File: config.mk
export PLATFORM = sky130hd
export DESIGN_NAME = decimal_entry_to_binary
export DESIGN_NICKNAME = d
export VERILOG_FILES = /design/src/rtl/decimal_entry_to_binary_pkg.sv /design/src/rtl/decimal_shift_add.sv /design/src/rtl/decimal_entry_to_binary.sv
export SDC_FILE = /design/constraint.sdc
export NUM_CORES = 1
export LEC_CHECK = 0
export CORE_MARGIN = 2
export CORE_UTILIZATION = 34
export CTS_CLUSTER_SIZE = 12
export DETAILED_ROUTE_END_ITERATION = 10
export RECOVER_POWER = 25
export SETUP_SLACK_MARGIN = 0.5
export SYNTH_ARGS = -nofsm -noshare
export SYNTH_HDL_FRONTEND = slang
export SYNTH_HIERARCHICAL = 1
export SYNTH_SLANG_ARGS = --single-unit
File: constraint.sdc
create_clock -name clock -period 9.87 [get_ports clock]
set_input_delay 1.4805 -clock clock [delete_from_list [all_inputs] [get_ports clock]]
set_output_delay 1.4805 -clock clock [all_outputs]
set_load 0.01 [all_outputs]
File: src/rtl/decimal_entry_to_binary_pkg.sv
// Shared constants and state encoding for the decimal keypad entry path.
// Latency: none (definitions only).
// Backpressure: none (definitions only).
package decimal_entry_to_binary_pkg;

    localparam int WIDTH      = 10;
    localparam int SUM_WIDTH  = WIDTH + 2;
    localparam int MAX_DIGITS = 3;
    localparam int POS_LIMIT  = 511;
    localparam int NEG_LIMIT  = 512;
    localparam int DIGIT_MAX  = 9;

    typedef enum logic [1:0] {
        IDLE  = 2'd0,
        ENTRY = 2'd1,
        DONE  = 2'd2,
        ERROR = 2'd3
    } entry_state_t;

endpackage

File: src/rtl/decimal_shift_add.sv
// Computes acc*10 + digit as (acc<<3) + (acc<<1) + digit, two bits wider than acc.
// Latency: combinational.
// Backpressure: none.
import decimal_entry_to_binary_pkg::*;

module decimal_shift_add (
    input  logic [WIDTH-1:0]     acc,
    input  logic [3:0]           digit,
    output logic [SUM_WIDTH-1:0] acc_x10
);

    logic [SUM_WIDTH-1:0] acc_ext;
    logic [SUM_WIDTH-1:0] digit_ext;

    assign acc_ext   = {2'b00, acc};
    assign digit_ext = {{(SUM_WIDTH-4){1'b0}}, digit};

    // Digits are only folded in while acc < 100, so the 12-bit sum never wraps.
    assign acc_x10 = (acc_ext << 3) + (acc_ext << 1) + digit_ext;

endmodule

File: src/rtl/decimal_entry_to_binary.sv
// Builds a signed two's-complement value from decimal keystrokes plus sign toggle.
// Latency: result_valid/result_output_10b appear one edge after enter_strobe.
// Backpressure: result held in DONE until result_ack; further entry is ignored meanwhile.
import decimal_entry_to_binary_pkg::*;

module decimal_entry_to_binary (
    input  logic             clock,
    input  logic             reset,
    input  logic             digit_strobe,
    input  logic [3:0]       digit_in,
    input  logic             sign_strobe,
    input  logic             enter_strobe,
    input  logic             clear_strobe,
    input  logic             result_ack,
    output logic [WIDTH-1:0] result_output_10b,
    output logic             result_valid,
    output logic [WIDTH-1:0] live_value_10b,
    output logic [1:0]       digit_count,
    output logic             overflow,
    output logic             bad_digit
);

    localparam logic [SUM_WIDTH-1:0] POS_LIM = SUM_WIDTH'(POS_LIMIT);
    localparam logic [SUM_WIDTH-1:0] NEG_LIM = SUM_WIDTH'(NEG_LIMIT);
    localparam logic [1:0]           CNT_MAX = 2'(MAX_DIGITS);
    localparam logic [3:0]           DIG_MAX = 4'(DIGIT_MAX);

    entry_state_t         state, state_nxt;
    logic [WIDTH-1:0]     acc, acc_nxt;
    logic                 negative, negative_nxt;
    logic [1:0]           count_nxt;
    logic [WIDTH-1:0]     result_nxt;
    logic                 valid_nxt;
    logic                 overflow_nxt;
    logic                 bad_nxt;
    logic [SUM_WIDTH-1:0] acc_x10;
    logic [WIDTH-1:0]     signed_acc;
    logic                 entering;

    decimal_shift_add u_shift_add (
        .acc     (acc),
        .digit   (digit_in),
        .acc_x10 (acc_x10)
    );

    // Two's-complement view of the magnitude; -0 collapses to 0 naturally.
    assign signed_acc = negative ? ({WIDTH{1'b0}} - acc) : acc;
    assign entering   = (state == IDLE) || (state == ENTRY);

    // Next-state logic: one winning strobe per cycle, clear > ack > enter > sign > digit.
    always_comb begin
        state_nxt    = state;
        acc_nxt      = acc;
        negative_nxt = negative;
        count_nxt    = digit_count;
        result_nxt   = result_output_10b;
        valid_nxt    = result_valid;
        overflow_nxt = overflow;
        bad_nxt      = 1'b0;

        if (clear_strobe) begin
            state_nxt    = IDLE;
            acc_nxt      = '0;
            negative_nxt = 1'b0;
            count_nxt    = 2'd0;
            overflow_nxt = 1'b0;
            valid_nxt    = 1'b0;
        end else if ((state == DONE) && result_ack) begin
            state_nxt    = IDLE;
            acc_nxt      = '0;
            negative_nxt = 1'b0;
            count_nxt    = 2'd0;
            valid_nxt    = 1'b0;
        end else if (enter_strobe) begin
            if (entering) begin
                result_nxt = signed_acc;
                valid_nxt  = 1'b1;
                state_nxt  = DONE;
            end
        end else if (sign_strobe) begin
            if (entering) begin
                // The limit that applies after the toggle is the opposite one.
                if ({2'b00, acc} > (negative ? POS_LIM : NEG_LIM)) begin
                    state_nxt    = ERROR;
                    overflow_nxt = 1'b1;
                end else begin
                    negative_nxt = ~negative;
                end
            end
        end else if (digit_strobe) begin
            if (digit_in > DIG_MAX) begin
                bad_nxt = 1'b1;
            end else if (entering && (digit_count < CNT_MAX)) begin
                if (acc_x10 > (negative ? NEG_LIM : POS_LIM)) begin
                    state_nxt    = ERROR;
                    overflow_nxt = 1'b1;
                end else begin
                    acc_nxt   = acc_x10[WIDTH-1:0];
                    count_nxt = digit_count + 2'd1;
                    state_nxt = ENTRY;
                end
            end
        end
    end

    // State and output registers; reset discards any entry immediately.
    always_ff @(posedge clock or posedge reset) begin
        if (reset) begin
            state             <= IDLE;
            acc               <= '0;
            negative          <= 1'b0;
            digit_count       <= 2'd0;
            result_output_10b <= '0;
            result_valid      <= 1'b0;
            overflow          <= 1'b0;
            bad_digit         <= 1'b0;
        end else begin
            state             <= state_nxt;
            acc               <= acc_nxt;
            negative          <= negative_nxt;
            digit_count       <= count_nxt;
            result_output_10b <= result_nxt;
            result_valid      <= valid_nxt;
            overflow          <= overflow_nxt;
            bad_digit         <= bad_nxt;
        end
    end

    // Echo value for the display path, chosen by state.
    always_comb begin
        live_value_10b = '0;
        case (state)
            IDLE, ENTRY: live_value_10b = signed_acc;
            DONE:        live_value_10b = result_output_10b;
            default:     live_value_10b = '0;
        endcase
    end

endmodule

# Word-level counts from Yosys, hierarchy flattened
# Cells that the tools add are included.
# totals
mem_bits_rw	0
romBits	0
regBits	28
inputBits	11
out_inout_bits	25
mem_count	0
wordCells	113
latch_bits	0
# classes
order_cmp	4
shifts	0
n_div	0
muxes	57
bitwise_logic	3
eq_ne	16
mul	0
addsub	4
reduce_logical	21
# ops
cell	count
two-way mux 10 bit	11
two-way mux 2 bit	19
two-way mux 1 bit	26
nonzero test 3 bit	8
one-hot mux 10 bit (2 select lines)	1
adder 12 x 11 -> 12 bit	1
adder 12 x 4 -> 12 bit	1
greater-than comparator 12 x 10 -> 1 bit	1
!= test 3 x 1 -> 1 bit (second input constant)	4
!= test 3 bit (second input constant)	4
AND reduction 6 bit	2
greater-than comparator 10 bit	1
nonzero test 5 bit	2
subtractor 1 x 10 -> 10 bit (first input constant)	1
!= test 4 x 1 -> 1 bit (second input constant)	2
AND reduction 4 bit	2
AND reduction 8 bit	1
!= test 5 x 1 -> 1 bit (second input constant)	1
!= test 5 bit (second input constant)	1
greater-than comparator 4 bit (second input constant)	1
inverter 1 bit	3
adder 2 x 1 -> 2 bit (second input constant)	1
equality test 2 x 1 -> 1 bit (second input constant)	1
equality test 2 bit (second input constant)	1
other kinds (8)	9

# Depth between registers and ports, before layout
# Gate-level depths: netlist of the first run.
# logic_depth
depth_word	11
mapped_depth	17
depth_no_buf	16

# Hierarchy
# Netlist of the first run, hierarchy kept.
# modules_own_cells
module	n_inst	cells_each	area_per_inst_um2	seq_area_each_um2
decimal_entry_to_binary	1	199	1878.1	700.7
decimal_shift_add	1	64	561.8	0.0

# Worst setup path before layout of the first run
# Ideal clock, no wire load.
# synth_path
path_kind	in2reg
from	in digit_in[3]
to	reg acc[3]
path_buffers	1
setup_slack_ns	5.229
arrival_time_ns	4.520
stages	17
required_ns	9.749
setup_time_ns	0.121
cell_sequence	inv_1 -> fa_1 -> inv_1 -> ha_1 -> a21oi_2 -> o2111ai_2 -> a21o_1 -> a21oi_1 -> xnor2_1 -> ha_1 -> and4bb_1 -> nand3_1 -> a21o_1 -> a31o_2 -> nor2b_4 -> buf_6 -> a22o_1
# synth_via
word_cells_on_any_way	14
classes_between	1 x add/sub; 2 x order compare; 2 x eq/ne; 8 x mux; 1 x reduce/logical
# synth_rtl
element	line_no	source
start, declared	decimal_entry_to_binary.sv:10	input logic [3:0] digit_in,
adder 12 x 4 -> 12 bit	decimal_shift_add.sv:19	assign acc_x10 = (acc_ext << 3) + (acc_ext << 1) + digit_ext;
named net acc_x10[9]	decimal_entry_to_binary.sv:36	logic [SUM_WIDTH-1:0] acc_x10;
greater-than comparator 12 x 10 -> 1 bit	decimal_entry_to_binary.sv:94	if (acc_x10 > (negative ? NEG_LIM : POS_LIM)) begin
!= test 3 bit (no source line)	-	
AND reduction 6 bit (no source line)	-	
end signal, assigned	decimal_entry_to_binary.sv:119	acc <= acc_nxt;
end, declared	decimal_entry_to_binary.sv:29	logic [WIDTH-1:0] acc, acc_nxt;
# The timed path passes the listed nets, and every way through them passes these cells. The select of a mux whose other input is x is not followed.
# A chain may end at the register's enable or synchronous reset.

# Final worst setup path of the first run
# layout_path
from	in digit_in[3]
to	reg digit_count[0]
# layout_via
elab_chain_cells	4
word_cells_on_any_way	6
classes_between	1 x add/sub; 2 x order compare; 2 x eq/ne; 1 x reduce/logical
# layout_rtl
element	line_no	source
adder 12 x 4 -> 12 bit	decimal_shift_add.sv:19	
named net acc_x10[9]	decimal_entry_to_binary.sv:36	
greater-than comparator 12 x 10 -> 1 bit	decimal_entry_to_binary.sv:94	
!= test 3 bit (no source line)	-	
AND reduction 6 bit (no source line)	-	
end signal, assigned	decimal_entry_to_binary.sv:121	digit_count <= count_nxt;
end, declared	decimal_entry_to_binary.sv:18	output logic [1:0] digit_count,
# The timed path passes the listed nets, and every way through them passes these cells.

==> impl_results.rst, run 1 <==
.. list-table::
   :header-rows: 1

   * - Metric
     - Value
   * - CTS sink cnt
     - 28
   * - Largest cells by area after synthesis
     - sky130_fd_sc_hd__dfrtp_1, sky130_fd_sc_hd__ha_1, sky130_fd_sc_hd__a22o_1
   * - Worst Hold Class
     - reg -> reg
   * - Setup_tns
     - 0 ps
   * - Starting density of the core
     - around 36%
   * - Psw
     - 0.1019 mW
   * - Nets in the synthesized netlist
     - approximately 320
   * - Number of synthesis warnings
     - 6
   * - Total of cells resized after clock tree synthesis
     - 0
   * - Via count
     - 1966
   * - Count of boundary I/O pins
     - 36
   * - Clock tree buffer depth
     - 2
   * - 1st-pass router iterations
     - 4
   * - TritonCTS clock tree
     - built
   * - Die area
     - 7869 um^2
   * - Crit path DAT
     - ~5400 ps
   * - Number of cell instances on the worst register-to-register path
     - 16
   * - Post-synthesis cell count
     - roughly 260
   * - Width of the die
     - roughly 89 um
   * - Number of different library cells in the post-synthesis netlist
     - just over 50
   * - Worst hold-check slack
     - approximately 490 ps
   * - Worst Max-Slew Pin Slew
     - 1029 ps
   * - Layout Area Growth over Synthesis
     - 20.31%
   * - Worst max-slew margin expressed relative to the limit
     - 31.34%
   * - Cell taking the most area after synthesis
     - sky130_fd_sc_hd__dfrtp_1
   * - Combined global-route utilization of all metal layers
     - roughly 15%
   * - Critical setup path kind
     - in -> reg
   * - Power density over cell area
     - around 120 nW/um^2
   * - Antenna diode instance count
     - 0
   * - CTS clk-pin slew, worst paths
     - approximately 100 ps
   * - Count of final max-slew check failures
     - 0
   * - Largest clock skew in the final design
     - between 7 and 8 ps
   * - Layout cells sized above 1
     - under 10%
   * - Final worst-path cycle share
     - between 50% and 60%
   * - Wire length per cell after detailed routing
     - around 14 um
   * - Max frequency
     - ~0.19 GHz
   * - # Post-CTS Setup Buffers
     - 0
   * - Max-cap violations
     - 0
   * - Post-synthesis async set-or-reset flop share
     - between 90% and 100%
   * - Via-to-Cell Ratio
     - around 5.0
   * - Setup violators final
     - 0
   * - Global route overflow
     - 0
   * - Number of remaining DRC errors
     - 0
   * - Clk network pwr share
     - roughly a quarter
   * - Combinational share of power
     - between 30% and 40%
   * - Critical path peak fanout
     - 12
   * - Post-CTS Hold Buffers
     - 0
   * - WHS Path Cells
     - 1
   * - Leakage power total
     - about 1.4 nW
   * - Number of nets in the finished design
     - 348
   * - Required time at the worst-slack endpoint
     - just over 10000 ps
   * - Sw Ratio
     - 30.17%
   * - Count of H-tree levels built during CTS
     - 1
   * - Most numerous cell types in the synthesized netlist
     - sky130_fd_sc_hd__ha_1, sky130_fd_sc_hd__dfrtp_1, sky130_fd_sc_hd__nor2_1
   * - Wire length of the first global-routing pass
     - 9183 um
   * - Seq/Total Area, Yosys
     - 28.72%
   * - Clock tree root buffer cell
     - sky130_fd_sc_hd__clkbuf_8
   * - Skew-Pair Late Insertion Delay
     - approximately 270 ps
   * - Total standard cell area after synthesis
     - approximately 2400 um^2
   * - Number of nets with antenna violations after detailed routing
     - 0
   * - Number of filler instances in the final layout
     - 697
   * - Placed wire-length estimate
     - roughly 4300 um
   * - Status
     - finished clean
   * - Final routed wirelength across all metal layers
     - ~5300 um
   * - Flip-flop and latch count after synthesis
     - 28
   * - Seq. cell area
     - around 700 um^2
   * - Minimum clock period
     - between 5000 and 6000 ps
   * - Number of antenna violations at the first check in global routing
     - 0
   * - Row count
     - 30
   * - Most instantiated library cell after synthesis
     - sky130_fd_sc_hd__ha_1
   * - Count of port buffers added during placement
     - 35
   * - Maximum number of pins on one net before global-route repair
     - 29
   * - Initial DRC Count
     - 77
   * - Final hold violation count
     - 0
   * - Max IR drop VDD
     - between 30 and 40 uV
   * - Core footprint
     - 6869 um^2
   * - Number of global-route vias before repair
     - 1896
   * - Internal Pwr Total
     - roughly 0.24 mW
   * - Crit path capture type
     - flip-flop
   * - Seq pwr share
     - a little over two fifths
   * - Post-synth EDFFs
     - 0
   * - Top cell type's share of synthesized area
     - between 20 and 30%
   * - Chip height
     - 88.71 um
   * - Syn_area_per_cell
     - 9.277 um^2
   * - Combined area of the multi-input logic cells
     - approximately 1600 um^2
   * - Primary flip-flop cell chosen by synthesis mapping
     - sky130_fd_sc_hd__dfrtp_1
   * - Cts bufs inserted
     - 3
   * - Type of element launching the critical path
     - primary input
   * - Unrepaired setup endpoints after global routing
     - no
   * - GPL Wtd Cong
     - approximately 0.8
## stage by stage
step / instance area [um^2] / worst slack, ps / utilization, % / total power, mW / cells
after floorplan: 2440 / 5229 / - / 0.2023 / 263
after global placement: 2864 / 4469 / 41.69 / 0.2493 / 386
after detailed placement: 2864 / 4392 / 41.69 / 0.2513 / 386
after CTS: 2935 / 4676 / 42.73 / 0.3425 / 390
after global routing: 2935 / 4392 / 42.73 / 0.3604 / 390
final: 2935 / 4693 / 42.73 / 0.3378 / 390
## critical path: stages
cell                              delay [ps]
sky130_fd_sc_hd__clkdlybuf4s50_1         460
sky130_fd_sc_hd__inv_1                    50
sky130_fd_sc_hd__fa_1                    530
sky130_fd_sc_hd__inv_1                    60
sky130_fd_sc_hd__ha_1                    300
sky130_fd_sc_hd__a21oi_2                 160
sky130_fd_sc_hd__o2111ai_2               180
sky130_fd_sc_hd__a21o_1                  210
sky130_fd_sc_hd__a21oi_1                 170
sky130_fd_sc_hd__xnor2_1                 110
sky130_fd_sc_hd__ha_1                    290
sky130_fd_sc_hd__and4bb_1                210
sky130_fd_sc_hd__nand3_1                 100
sky130_fd_sc_hd__a21o_1                  160
sky130_fd_sc_hd__a31o_2                  230
sky130_fd_sc_hd__a21oi_2                 450
sky130_fd_sc_hd__mux2_2                  250
## final cells by class
| cell class | instances | area share [%] |
|---|---|---|
| flip-flops and latches | 28 | 23.87 |
| repair buffers | 35 | 11.94 |
| inverters | 17 | 2.174 |
| clock buffers | 3 | 1.407 |
| multi-input cells | 210 | 55.50 |
| clock inverters | 1 | 1.023 |
| well taps | 96 | 4.092 |
## flip-flops by register name (all words and copies together), names as in the netlist
register,count
digit_count,2
result_output_10b,10
result_valid,1
state,2
acc,10
bad_digit,1
negative,1
overflow,1
## path summary, 6_finish.rpt
check	slack, ps	from	end
min in group asynchronous	1890	reset	result_output_10b[5]
hold reg to reg	490	result_valid	result_valid
hold / removal	490	result_valid	result_valid
setup reg to reg	5720	acc[0]	digit_count[0]
max in group asynchronous	7360	reset	acc[5]
setup / recovery	4690	digit_in[3]	digit_count[0]
## power groups by stage
stage          registers [mW]  clock network, mW  logic, mW
3_3_place_gp            0.144                  0      0.105
5_1_grt                 0.144             0.0971      0.119
2_1_floorplan           0.143                  0     0.0595
4_1_cts                 0.142             0.0929      0.108
3_5_place_dp            0.144                  0      0.107
6_report                0.141             0.0901      0.106
## cells in the final DEF (no fill, tap or decap), types with 2 or more instances in the layout
master,count
sky130_fd_sc_hd__o21a_1,2
sky130_fd_sc_hd__inv_1,17
sky130_fd_sc_hd__clkdlybuf4s50_1,33
sky130_fd_sc_hd__fa_1,2
sky130_fd_sc_hd__nand3_1,6
sky130_fd_sc_hd__nor2b_4,2
sky130_fd_sc_hd__a22o_1,11
sky130_fd_sc_hd__nand2b_1,4
sky130_fd_sc_hd__xor2_1,8
sky130_fd_sc_hd__dfrtp_1,28
sky130_fd_sc_hd__nor3_1,3
sky130_fd_sc_hd__a21oi_1,18
sky130_fd_sc_hd__nor2b_1,2
sky130_fd_sc_hd__nand4_1,3
sky130_fd_sc_hd__a21oi_2,3
sky130_fd_sc_hd__a211oi_1,3
sky130_fd_sc_hd__ha_1,40
sky130_fd_sc_hd__o21ai_0,15
sky130_fd_sc_hd__o31ai_1,2
sky130_fd_sc_hd__nor2_1,24
sky130_fd_sc_hd__mux2_2,2
sky130_fd_sc_hd__clkbuf_8,3
sky130_fd_sc_hd__dlygate4sd3_1,2
sky130_fd_sc_hd__a21o_1,7
sky130_fd_sc_hd__o21ai_1,3
sky130_fd_sc_hd__xnor2_1,9
sky130_fd_sc_hd__nand2_1,18
## kinds of logic after synthesis
family,count (synthesis),synth area share (%)
flip-flops,28,28.72
XOR/XNOR,17,6.103
multiplexers,4,1.795
AND/OR/NAND/NOR,72,15.33
AO/OA/AOI/OAI,75,21.38
adder cells (fa/ha/maj),42,22.15
buffers and inverters,25,4.512
## metal layers
layer	up-vias	part of all wire, %	global-route usage [%]
met5	-	0	0
met4	0	1.0	3.306
met3	4	2.5	1.493
met2	37	46	24.08
met1	909	50	20.55
li1	1016	-	-
(Power assumes the default switching activity.)
==> run 2: changes to the inputs <==
Clock period 9.87 ns to 5.15 ns, I/O delays scaled along.
==> run 2 against run 1 <==
Clock power increased by 94%. Non-clock buffer count unchanged. Clock skew decreased by 0.86 ps. Critical path type unchanged. Critical endpoint unchanged.
==> impl_results.rst, run 2 (same netlist as run 1, synthesis figures left out) <==
.. list-table::
   :header-rows: 1

   * - Metric
     - Value
   * - Unrepaired setup endpoints after global routing
     - no
   * - Width of the die
     - 88.71 um (unchanged)
   * - Maximum number of pins on one net before global-route repair
     - 29 (unchanged)
   * - Antenna diode instance count
     - 0 (unchanged)
   * - 1st-pass router iterations
     - 4 (unchanged)
   * - Post-CTS Hold Buffers
     - 0 (unchanged)
   * - Status
     - finished clean
   * - Final Cell Area
     - 2943 um^2 (+0.26%)
   * - Final hold violation count
     - 0 (unchanged)
   * - Max-cap violations
     - 0 (unchanged)
   * - Number of nets in the finished design
     - 348 (unchanged)
   * - Global route overflow
     - 0 (unchanged)
   * - Wire length per cell after detailed routing
     - 13.87 um (+1.1%)
   * - Placed wire-length estimate
     - 4301 um (-0.72%)
   * - Startpoint of the worst register-to-register path
     - acc[0]
   * - Leakage power total
     - 1.413 nW (about the same)
   * - Number of antenna violations at the first check in global routing
     - 0 (unchanged)
   * - Chip height
     - 88.71 um (unchanged)
   * - Via count
     - 2014 (+2.4%)
   * - Worst Max-Slew Pin Slew
     - 1066 ps (+36.86 ps)
   * - Required time at the worst-slack endpoint
     - 5380 ps (-4710 ps)
   * - Number of global-route vias before repair
     - 1968 (+3.8%)
   * - Via-to-Cell Ratio
     - 5.164 (+2.4%)
   * - Number of remaining DRC errors
     - 0 (unchanged)
   * - CTS clk-pin slew, worst paths
     - 100 ps (about the same)
   * - GPL Wtd Cong
     - 0.7989 (about the same)
   * - Clock tree root buffer cell
     - sky130_fd_sc_hd__clkbuf_8
   * - Initial DRC Count
     - 64 (-17%)
   * - Final worst-path cycle share
     - a little over four fifths
   * - Critical path peak fanout
     - 12 (unchanged)
   * - Worst hold-check slack
     - 490.7 ps (+4.726 ps)
   * - Worst setup path startpoint
     - digit_in[3]
   * - Clock tree buffer depth
     - 2 (unchanged)
   * - Combined global-route utilization of all metal layers
     - 14.88% (+0.30 points)
   * - Type of element launching the critical path
     - primary input
   * - Overall power
     - 0.6509 mW (+93%)
   * - Power density over cell area
     - 221.2 nW/um^2 (+92%)
   * - Setup_tns
     - 0 ps (unchanged)
   * - Met3 global-route usage
     - 1.586% (+0.093 points)
   * - Die area
     - 7869 um^2 (unchanged)
   * - Layout cells sized above 1
     - 6.463% (unchanged)
   * - Crit path DAT
     - 4580 ps (-820 ps)
   * - Max IR drop VDD
     - 89.52 uV (+130%)
   * - CTS sink cnt
     - 28 (unchanged)
   * - Count of H-tree levels built during CTS
     - 1 (unchanged)
   * - Final routed wirelength across all metal layers
     - 5408 um (+1.1%)
   * - Count of final max-slew check failures
     - 0 (unchanged)
   * - Count of boundary I/O pins
     - 36 (unchanged)
   * - Largest clock skew in the final design
     - 6.256 ps (-0.8643 ps)
   * - Critical setup path kind
     - in -> reg
   * - Core footprint
     - 6869 um^2 (unchanged)
   * - Starting density of the core
     - 35.52% (unchanged)
   * - Most common cell after layout, fill and taps aside
     - sky130_fd_sc_hd__ha_1
   * - Worst max-slew margin expressed relative to the limit
     - 28.64% (-2.7 points)
   * - Regs by FF count
     - acc: 10 flops, result_output_10b: 10 flops
   * - Wire length of the first global-routing pass
     - 9356 um (+1.9%)
   * - Commonest non-fill, non-tap cells in the layout
     - sky130_fd_sc_hd__ha_1, sky130_fd_sc_hd__clkdlybuf4s50_1, sky130_fd_sc_hd__dfrtp_1
   * - M2 GR Usage
     - 24.76% (+0.68 points)
   * - Final Non-Filler Cells
     - 390 (unchanged)
   * - Max frequency
     - between 0.2 and 0.25 GHz
   * - Worst hold path startpoint
     - result_valid
   * - Instance count after placement with tap cells included
     - 386 (unchanged)
   * - Number of filler instances in the final layout
     - 678 (-2.7%)
   * - Count of port buffers added during placement
     - 35 (unchanged)
   * - Crit path capture type
     - flip-flop
   * - GR Util met1
     - 20.11% (-0.44 points)
   * - Minimum clock period
     - roughly 4400 ps
   * - Cts bufs inserted
     - 3 (unchanged)
   * - Cell Area, Placed
     - 2864 um^2 (unchanged)
   * - Skew-Pair Late Insertion Delay
     - 280 ps (about the same)
   * - Setup violators final
     - 0 (unchanged)
   * - TritonCTS clock tree
     - built
   * - Worst Hold Class
     - reg -> reg
   * - Layout Area Growth over Synthesis
     - 20.62%
   * - Busiest grt layer
     - met2
   * - Number of nets with antenna violations after detailed routing
     - 0 (unchanged)
   * - Row count
     - 30 (unchanged)
-- run 2: report_power, final --
part | internal, mW | switching (mW) | total (mW)
clock | 0.104 | 0.0704 | 0.175
combinational | 0.105 | 0.0997 | 0.205
sequential | 0.243 | 0.0281 | 0.271
-- run 2: area by class of cell --
cell class                 instances  area [um^2]  share of cell area [%]
tap                               96        120.1                   4.082
inverter                          17        63.81                   2.168
clock inverter                     1        30.03                   1.020
multi-input combinational        210         1637                   55.61
timing repair buffer              35        350.3                   11.90
clock buffer                       3        41.29                   1.403
sequential                        28        700.7                   23.81
-- run 2: layer usage --
layer / up-vias / routed length (um) / part of all wire (%)
li1: 1019 / - / -
met2: 46 / 2518 / 47
met3: 9 / 203 / 3.8
met4: 0 / 95 / 1.8
met5: - / 0 / 0
met1: 940 / 2591 / 48
-- run 2: worst max-delay path: stages --
cell and delay [ps]:
sky130_fd_sc_hd__clkdlybuf4s50_1 470, sky130_fd_sc_hd__inv_1 50, sky130_fd_sc_hd__fa_1 530, sky130_fd_sc_hd__inv_1 60, sky130_fd_sc_hd__ha_1 290, sky130_fd_sc_hd__a21oi_2 180, sky130_fd_sc_hd__o2111ai_2 180, sky130_fd_sc_hd__a21o_1 210
sky130_fd_sc_hd__a21oi_1 170, sky130_fd_sc_hd__xnor2_1 160, sky130_fd_sc_hd__ha_1 270, sky130_fd_sc_hd__a2111oi_0 420, sky130_fd_sc_hd__a31o_2 310, sky130_fd_sc_hd__nor2b_4 310, sky130_fd_sc_hd__mux2_2 200
-- run 2: path summary, 6_finish.rpt --
| path | slack (ps) | cells past startpoint | to |
|---|---|---|---|
| worst max-delay path | 800 | 15 | digit_count[0] |
| worst min-delay path | 490 | 1 | result_valid |
| worst min register to register | 490 | 1 | result_valid |
| worst max register to register | 1130 | 14 | digit_count[0] |
| min in group asynchronous | 1180 | 2 | result_output_10b[5] |
| max in group asynchronous | 3340 | 2 | result_output_10b[7] |
-- run 2: stage by stage --
step,setup slack (ps),utilization [%]
final,797.8,42.84
after global routing,530.2,42.84
after CTS,663.2,42.73
after detailed placement,383.5,41.69
after global placement,457.1,41.69
after floorplan,1217,-
-- run 2: what timing repair did --
| action | in CTS | in global routing |
|---|---|---|
| setup endpoints to repair | 0 | 12 |
| buffers inserted | 0 | 0 |
| resized for setup | 0 | 1 |
==> run 3: changes to the inputs <==
Clock period 5.15 ns to 3.56 ns, I/O delays scaled along.
==> run 3 against run 2 <==
The flow now finishes with violations (negative setup slack). Sequential share of layout area fell by 2.7 points. Non-clock buffer count increased by 33. Setup slack worse by 900 ps. Sequential power up 42%. Global-route usage increased by 0.90 points. Worst hold slack improved by 15 ps. Combinational power increased by 61%. Core utilization grew 5.4 points. Wire length is 9.9% higher. Register-to-register slack worse by 1200 ps. Die area unchanged. Clock skew down 3.2 ps.
==> impl_results.rst, run 3 (same netlist as run 1, synthesis figures left out) <==
.. list-table::
   :header-rows: 1

   * - Metric
     - Value
   * - Status
     - finished with violations
   * - Failing checks
     - negative setup slack
   * - Cts bufs inserted
     - 3 (unchanged)
   * - Critical path peak fanout
     - 6 (-6)
   * - Max-cap violations
     - 0 (unchanged)
   * - Maximum number of pins on one net before global-route repair
     - 29 (unchanged)
   * - Leakage power total
     - 1.678 nW (+19%)
   * - Final worst-path cycle share
     - 102.8%
   * - Chip height
     - 88.71 um (unchanged)
   * - Detailed-routed wire length on met3
     - 216 um (+6.4%)
   * - Power density over cell area
     - 278.0 nW/um^2 (+26%)
   * - Pre-CTS setup slack
     - -1032 ps (-1416 ps)
   * - Starting density of the core
     - 35.52% (unchanged)
   * - Via-to-Cell Ratio
     - 5.134 (-0.57%)
   * - Number of filler instances in the final layout
     - 685 (+1.0%)
   * - Unrepaired setup endpoints after global routing
     - yes
   * - Wire length of the first global-routing pass
     - 9867 um (+5.5%)
   * - GPL Wtd Cong
     - 0.8326 (+4.2%)
   * - Setup violators final
     - 12 (+12)
   * - Worst hold path startpoint
     - result_valid
   * - Final hold violation count
     - 0 (unchanged)
   * - Commonest non-fill, non-tap cells in the layout
     - sky130_fd_sc_hd__ha_1, sky130_fd_sc_hd__buf_4, sky130_fd_sc_hd__dfrtp_1
   * - Placed wire-length estimate
     - 4618 um (+7.4%)
   * - Layout Area Growth over Synthesis
     - 35.74%
   * - Antenna diode instance count
     - 0 (unchanged)
   * - Wire length on met2
     - 2832 um (+12%)
   * - Cell with the largest stage delay on the worst path
     - sky130_fd_sc_hd__fa_1
   * - Type of element launching the critical path
     - flip-flop
   * - Uppermost layer routed
     - met4
   * - Largest clock skew in the final design
     - 3.027 ps (-3.230 ps)
   * - Max IR drop VDD
     - 149.8 uV (+67%)
   * - Number of antenna violations at the first check in global routing
     - 0 (unchanged)
   * - Number of cell instances on the worst register-to-register path
     - 16 (+2)
   * - Worst hold-check slack
     - 505.6 ps (+14.88 ps)
   * - Number of remaining DRC errors
     - 0 (unchanged)
   * - Critical setup path kind
     - reg -> reg
   * - Row count
     - 30 (unchanged)
   * - Wire length per cell after detailed routing
     - 14.01 um (+1.1%)
   * - Delay of the slowest cell on the worst path
     - 530 ps (about the same)
   * - Worst Max-Slew Pin Slew
     - 1106 ps (+40.55 ps)
   * - Count of boundary I/O pins
     - 36 (unchanged)
   * - Capture instance of the worst register-to-register path
     - digit_count[0]
   * - Worst setup path startpoint
     - acc[2]
   * - Layout cells sized above 1
     - 21.04% (+15 points)
   * - Worst max-slew margin expressed relative to the limit
     - 26.17% (-2.5 points)
   * - Max frequency
     - between 0.2 and 0.3 GHz
   * - Combined global-route utilization of all metal layers
     - 15.77% (+0.90 points)
   * - Initial DRC Count
     - 39 (-39%)
   * - Number of nets in the finished design
     - 382 (+9.8%)
   * - Met1 Routed Length
     - 2829 um (+9.2%)
   * - Core footprint
     - 6869 um^2 (unchanged)
   * - Most common cell after layout, fill and taps aside
     - sky130_fd_sc_hd__ha_1
   * - Clock tree root buffer cell
     - sky130_fd_sc_hd__clkbuf_8
   * - Post-route worst setup slack
     - -99.86 ps (-897.6 ps)
   * - 1st-pass router iterations
     - 4 (unchanged)
   * - CTS clk-pin slew, worst paths
     - 100 ps (about the same)
   * - Overall power
     - 0.9209 mW (+41%)
   * - TritonCTS clock tree
     - built
   * - Number of nets with antenna violations after detailed routing
     - 0 (unchanged)
   * - Crit path DAT
     - 3840 ps (-740 ps)
   * - Regs by FF count
     - acc: 10 flops, result_output_10b: 10 flops
   * - Skew-Pair Late Insertion Delay
     - 280 ps (about the same)
   * - Required time at the worst-slack endpoint
     - 3740 ps (-1640 ps)
   * - Register-to-register setup slack
     - -100 ps (-1230 ps)
   * - Die area
     - 7869 um^2 (unchanged)
   * - Width of the die
     - 88.71 um (unchanged)
   * - Count of final max-slew check failures
     - 0 (unchanged)
   * - Final routed wirelength across all metal layers
     - 5942 um (+9.9%)
   * - Clock tree buffer depth
     - 2 (unchanged)
   * - CTS sink cnt
     - 28 (unchanged)
   * - Count of H-tree levels built during CTS
     - 1 (unchanged)
   * - Count of port buffers added during placement
     - 35 (unchanged)
   * - Worst Hold Class
     - reg -> reg
   * - Instance count after placement with tap cells included
     - 414 (+7.3%)
   * - Final Non-Filler Cells
     - 424 (+8.7%)
   * - Global route overflow
     - 0 (unchanged)
   * - Ordered list of cells on the worst path
     - inv_2, fa_1, inv_2, ha_4, a21oi_4, o2111ai_2, a21o_1, a21oi_2, xnor2_2, ha_1, and4bb_1, nand3_2, a21o_1, a31o_4, nor2b_4, mux2_2
   * - Via count
     - 2177 (+8.1%)
   * - Critical path endpoint
     - digit_count[0]
   * - Post-CTS Hold Buffers
     - 0 (unchanged)
   * - Minimum clock period
     - about 3700 ps
   * - Number of global-route vias before repair
     - 2126 (+8.0%)
   * - Crit path capture type
     - flip-flop
   * - Final core utilization
     - 48.21% (+5.4 points)
   * - Startpoint of the worst register-to-register path
     - acc[2]
==> run 3: area by class of cell <==
cell class              instances  area (um^2)  area share [%]
flip-flops and latches         28        700.7           21.16
inverters                      17        71.32           2.153
repair buffers                 68        609.3           18.40
well taps                      96        120.1           3.627
clock buffers                   4        55.05           1.662
multi-input cells             211         1755           53.00
==> run 3: worst max-delay path, delay by kind of cell (launching register included) <==
family / cells / cell delay (ps)
buffers and inverters: 2 / 100
flip-flops: 1 / 380
XOR/XNOR: 1 / 90
multiplexers: 1 / 260
AO/OA/AOI/OAI: 6 / 1120
AND/OR/NAND/NOR: 3 / 500
adder cells (fa/ha/maj): 3 / 1090
==> run 3: repair_timing <==
item                                   CTS  global route
resized for setup                       20            11
setup buffers                            5             0
endpoints found under the hold margin    0             0
pin swaps                               17            12
setup endpoints to repair               16            17
gates cloned                             1             0
==> run 3: where the power goes <==
group          internal, mW  leakage (nW)  switching, mW
clock                0.0993        0.0288          0.106
combinational         0.168          1.28          0.162
sequential            0.352         0.370         0.0339
==> run 3: worst min path at each step <==
stage                         endpoint  slack, ps  depth (start not counted)
after floorplan               state[0]        460                          2
after global placement    result_valid        470                          1
after detailed placement  result_valid        490                          1
after CTS                 result_valid        510                          1
after global routing      result_valid        530                          1
final                     result_valid        510                          1
==> run 3: per-layer routing <==
layer,vias to the layer above,track usage (%)
met5,-,0
met1,1048,20.70
met4,0,3.306
li1,1083,-
met2,39,27.82
met3,7,1.866
==> run 3: stage by stage <==
step	TNS [ps]	instance area, um^2
floorplan	-752.0	2460
global placement	-12490	3094
detailed placement	-13370	3094
CTS	-539.2	3263
global route	-3174	3312
finish	-893.6	3312
